$ cat src/rtl/rca_arbiter.sv
// Round-robin arbiter/sequencer sharing one rca adder among num_req requesters.
// One operation in flight: IDLE accepts, EXEC captures the adder result, RESP returns it.
module rca_arbiter #(
   parameter int bit_width = 16,
   parameter int num_req   = 4,
   parameter int id_w      = $clog2(num_req)
) (
   input  logic                          clk,
   input  logic                          rst,
   input  logic [num_req-1:0]            req_valid,
   output logic [num_req-1:0]            req_ready,
   input  logic [num_req*bit_width-1:0]  req_a,
   input  logic [num_req*bit_width-1:0]  req_b,
   input  logic [num_req-1:0]            req_sub,
   output logic [bit_width-1:0]          add_a,
   output logic [bit_width-1:0]          add_b,
   output logic                          add_carry_in,
   input  logic [bit_width-1:0]          add_s,
   input  logic                          add_carry_out,
   output logic                          rsp_valid,
   input  logic                          rsp_ready,
   output logic [id_w-1:0]               rsp_id,
   output logic [bit_width-1:0]          rsp_s,
   output logic                          rsp_carry_out,
   output logic                          rsp_ovf,
   output logic                          busy
);

   localparam int msb = bit_width - 1;

   typedef enum logic [1:0] {IDLE, EXEC, RESP} state_t;

   state_t                state, state_next;
   logic [id_w-1:0]       last_grant;
   logic [id_w-1:0]       grant;
   logic                  grant_valid;
   logic                  accept;
   int                    cand;
   logic [bit_width-1:0]  op_a, op_b;
   logic                  op_sub;
   logic [id_w-1:0]       op_id;
   logic                  ovf;

   // Search starts one past the last winner, so the last winner has lowest priority.
   always_comb begin : grant_search
      // NOTE: every variable written here gets a default first, otherwise a latch is inferred.
      grant       = '0;
      grant_valid = 1'b0;
      cand        = 0;
      for (int k = 1; k <= num_req; k++) begin
         cand = (int'(last_grant) + k) % num_req;
         if (!grant_valid && req_valid[id_w'(cand)]) begin
            grant_valid = 1'b1;
            grant       = id_w'(cand);
         end
      end
   end

   assign accept = (state == IDLE) && grant_valid;

   always_ff @(posedge clk) begin : state_reg
      // NOTE: sequential state uses non-blocking assignments; reset is tested inside the clocked block, so it is synchronous.
      if (rst) state <= IDLE;
      else     state <= state_next;
   end

   always_comb begin : next_state
      state_next = state;
      case (state)
         IDLE:    if (grant_valid) state_next = EXEC;
         EXEC:    state_next = RESP;
         RESP:    if (rsp_ready) state_next = IDLE;
         default: state_next = IDLE;
      endcase
   end

   always_comb begin : outputs
      req_ready = '0;
      if (state == IDLE && grant_valid && !rst) req_ready[grant] = 1'b1;
      busy = (state != IDLE);
   end

   // Adder inputs come straight from registers, so they only move on an accept edge.
   assign add_a        = op_a;
   assign add_b        = op_b;
   assign add_carry_in = op_sub;

   // Subtract overflows when the operands differ in sign and the result sign leaves A's.
   assign ovf = op_sub ? ((op_a[msb] != op_b[msb]) && (add_s[msb] != op_a[msb]))
                       : ((op_a[msb] == op_b[msb]) && (add_s[msb] != op_a[msb]));

   always_ff @(posedge clk) begin : datapath
      if (rst) begin
         op_a          <= '0;
         op_b          <= '0;
         op_sub        <= 1'b0;
         op_id         <= '0;
         last_grant    <= id_w'(num_req - 1);
         rsp_valid     <= 1'b0;
         rsp_id        <= '0;
         rsp_s         <= '0;
         rsp_carry_out <= 1'b0;
         rsp_ovf       <= 1'b0;
      end else begin
         if (accept) begin
            op_a       <= req_a[grant*bit_width +: bit_width];
            op_b       <= req_b[grant*bit_width +: bit_width];
            op_sub     <= req_sub[grant];
            op_id      <= grant;
            last_grant <= grant;
         end
         if (state == EXEC) begin
            rsp_s         <= add_s;
            rsp_carry_out <= add_carry_out;
            rsp_ovf       <= ovf;
            rsp_id        <= op_id;
            rsp_valid     <= 1'b1;
         end
         if (state == RESP && rsp_ready) rsp_valid <= 1'b0;
      end
   end

endmodule
$ cat config.mk
export PLATFORM = sky130hd
export DESIGN_NAME = rca_arbiter
export DESIGN_NICKNAME = d
export VERILOG_FILES = /design/src/rtl/rca_arbiter.sv
export SDC_FILE = /design/constraint.sdc
export NUM_CORES = 1
export LEC_CHECK = 0
export BUFFER_PORTS_ARGS = -buffer_cell sky130_fd_sc_hd__buf_2
export CAP_MARGIN = 10
export CORE_ASPECT_RATIO = 0.75
export CORE_UTILIZATION = 40
export CTS_CLUSTER_SIZE = 30
export DETAILED_ROUTE_END_ITERATION = 12
export PLACE_DENSITY_LB_ADDON = 0.15
export SLEW_MARGIN = 5
export SYNTH_ARGS = -nofsm -noshare
export SYNTH_HDL_FRONTEND = slang
export SYNTH_SLANG_ARGS = --single-unit
$ cat constraint.sdc
create_clock -name clk -period 1.65 [get_ports clk]
set_input_delay 0.2475 -clock clk [delete_from_list [all_inputs] [get_ports clk]]
set_output_delay 0.2475 -clock clk [all_outputs]
set_load 0.01 [all_outputs]
==> metrics.cfg <==
[clock_tree]
clkSlewWorstSetupHoldPaths_ns=0.06
clk_path_buf_depth=2
cts_tree=yes
clock_latency_ns=0.31
holdBufCountCts=0
clkSinkCount=60
cts_made_buffers=9
h-tree-depth=3
cts-root-buf=clkbuf_16

[synthesis]
ys_warn_count=0
synthCells=394
synth_most_common_cell=nand2_1
syn_area_um2=3540
yosys.cell_types.count=32
synthFlopType=dfxtp_1
synthArstFlopShare_pct=0
synth.area.top_cells=dfxtp_1 34%, o211ai_2 11%, mux2_2 10%, mux2i_1 9.9%, nand3_1 9.1%
syn_area_per_cell_um2=8.98
yosysTopAreaCell=dfxtp_1
ys_seq_area_share_pct=34.0
syn_nets=550
yosysTopAreaCellShare_pct=34.0
synth_edf_count=0
synthTopCellsByCount=72 x nand2_1, 64 x nand3_1, 60 x dfxtp_1
ys_seq_elements=60

[outcome]
violations=setup timing
status=finished, violations left

[timing]
relSlewSlack_pct=79.1
finClkSkew_ns=0.00598
setup_tns_ns=-5.84
finalSetupViolCount=39
fin_ws_ns=-0.205
fin_crit_sh_pct=112
fmax_mhz=539
min_period_ns=1.86
maxSlewViolCount=0
timing.hold.ws_ns=0.169
rsz0062_at_grt=true
worst_pin_slew_ns=0.313
hold_viol=0

[global_routing]
global_route.usage.met1_pct=29.8
grt_most_used_layer=met2
antenna_found_initial=0
grt_pass1_wl_um=18800
grt_remaining_overflow=0
grt_pass1_vias=3881
grt_use_met3_pct=6.50
grtUsageMet2_pct=44.8
grt_max_degree=28
track_usage_pct=25.2

[die]
fp.dieH_um=83.4
rows=29
start_util_pct=41.5
boundaryPins=215
die-area_um2=9230
fp.coreArea_um2=8530
die_width_um=111

[pwr]
clock_power_share_pct=30.7
switching_power_mw=1.92
ir_drop_v=0.000563
power_mw=6.11
cell_internal_pwr_mw=4.19
power.density_nw_per_um2=1020
p_leak_nw=2.79
netSwitchingFraction_pct=31.5
seqPwrFrac_pct=29.4
combPwrFrac_pct=39.9

[setup_path]
reg2reg_slack_ns=-0.20
reg2reg_to=add_a[1]
crit_end=req_ready[1]
worstReg2RegStart=last_grant[1]
crit_fanout=7
arrival_ns=1.61
r2r_cells=8
worstSetupStartpointType=register
startpoint=last_grant[1]
endpoint_kind=output pin
required_ns=1.40
worstSetupPathType=reg -> out

[layout]
num-nets-final=790
syn2layout_area_growth_pct=69.5
fin_util_pct=70.3
drive_gt1_share_pct=65.4
antenna_cells=0

[place]
port_buffers=214
dpl.hpwl_um=7740
gp_congestion=0.787

[job]
cap_violations=0

[detailed_routing]
drt-pass1-iter-count=4
route.detailed.drc=0
wl_per_cell_um=16.0
postRouteWirelength_um=12000
num_vias=3851
avgViaCountPerCell=5.16
first_iter_violations=186
ant_nets=0

[min_path]
min_from=add_s[12]
hold_class=in -> reg

worst max-delay path, cell delays in order (launching register included):
cell      delay [ns]
dfxtp_4         0.37
nand2b_1        0.15
a21oi_2         0.19
o221ai_4        0.15
buf_12          0.17
nor2b_1         0.12
buf_2           0.14
cells in the final DEF (no fill, tap or decap), types with 2 or more instances in the layout:
| cell | n |
|---|---|
| clkbuf_16 | 11 |
| buf_16 | 3 |
| mux2_4 | 19 |
| nand3_1 | 27 |
| nand2_1 | 71 |
| buf_6 | 6 |
| nand2b_1 | 3 |
| nand3_2 | 36 |
| nor2_1 | 7 |
| mux2_2 | 13 |
| a21oi_1 | 21 |
| nor2b_1 | 6 |
| mux2i_2 | 12 |
| clkinv_2 | 2 |
| nor2_4 | 2 |
| bufbuf_16 | 3 |
| mux2i_1 | 19 |
| a21oi_2 | 3 |
| dfxtp_1 | 58 |
| o211ai_2 | 32 |
| buf_12 | 15 |
| buf_4 | 21 |
| buf_2 | 214 |
| nor2_2 | 2 |
| clkinvlp_4 | 2 |
| or2_2 | 2 |
| mux2i_4 | 4 |
worst min-delay path by stage:
stage	cells after the start	slack, ns	to
finish	3	0.17	rsp_s[12]
global route	3	0.16	rsp_s[14]
CTS	3	0.16	rsp_s[14]
detailed placement	2	0.44	rsp_s[1]
global placement	2	0.44	rsp_s[2]
floorplan	2	0.38	rsp_carry_out
what timing repair did:
item                       CTS  global route
cloned                       8             3
setup buffers               16             3
setup endpoints to repair   39            41
resized for setup           46            67
pin swaps                   10            24
metrics by stage:
stage / setup WS (ns) / area, um^2 / instances
6_report: -0.205 / 5990 / 747
5_1_grt: -0.296 / 5990 / 747
4_1_cts: -0.205 / 5650 / 744
2_1_floorplan: 0.0240 / 3540 / 394
3_3_place_gp: -0.0875 / 4780 / 704
3_5_place_dp: -0.157 / 4780 / 704
cell type report:
class	instances	area, um^2
Tap cell	108	135
Multi-Input combinational cell	298	2510
Clock inverter	6	63.8
Timing Repair Buffer	265	1840
Clock buffer	10	239
Fill cell	664	2530
Sequential cell	60	1210
cells by family after synthesis:
logic type             Yosys count  share of synthesized area, %
AND/OR/NAND/NOR                167                          22.2
flip-flops                      60                          34.0
XOR/XNOR                         1                         0.248
AO/OA/AOI/OAI                   63                          16.7
buffers and inverters           36                          6.79
multiplexers                    67                          20.1
layer usage:
metal  wire [um]  part of all wire, %  up-vias
met5           0                    0        -
met4          99                 0.83        0
met3         689                  5.8        8
met2        6020                   50      158
met1        5150                   43     1795
li1            -                    -     1890
power by group through the flow:
| stage | Sequential, mW | Combinational [mW] | Clock [mW] |
|---|---|---|---|
| after global placement | 1.82 | 1.66 | 0 |
| after floorplan | 1.90 | 0.988 | 0 |
| after CTS | 1.79 | 2.24 | 1.93 |
| after global routing | 1.82 | 2.59 | 1.99 |
| final | 1.80 | 2.44 | 1.88 |
| after detailed placement | 1.82 | 1.70 | 0 |
Note: power is estimated with default switching activity, not from simulation.
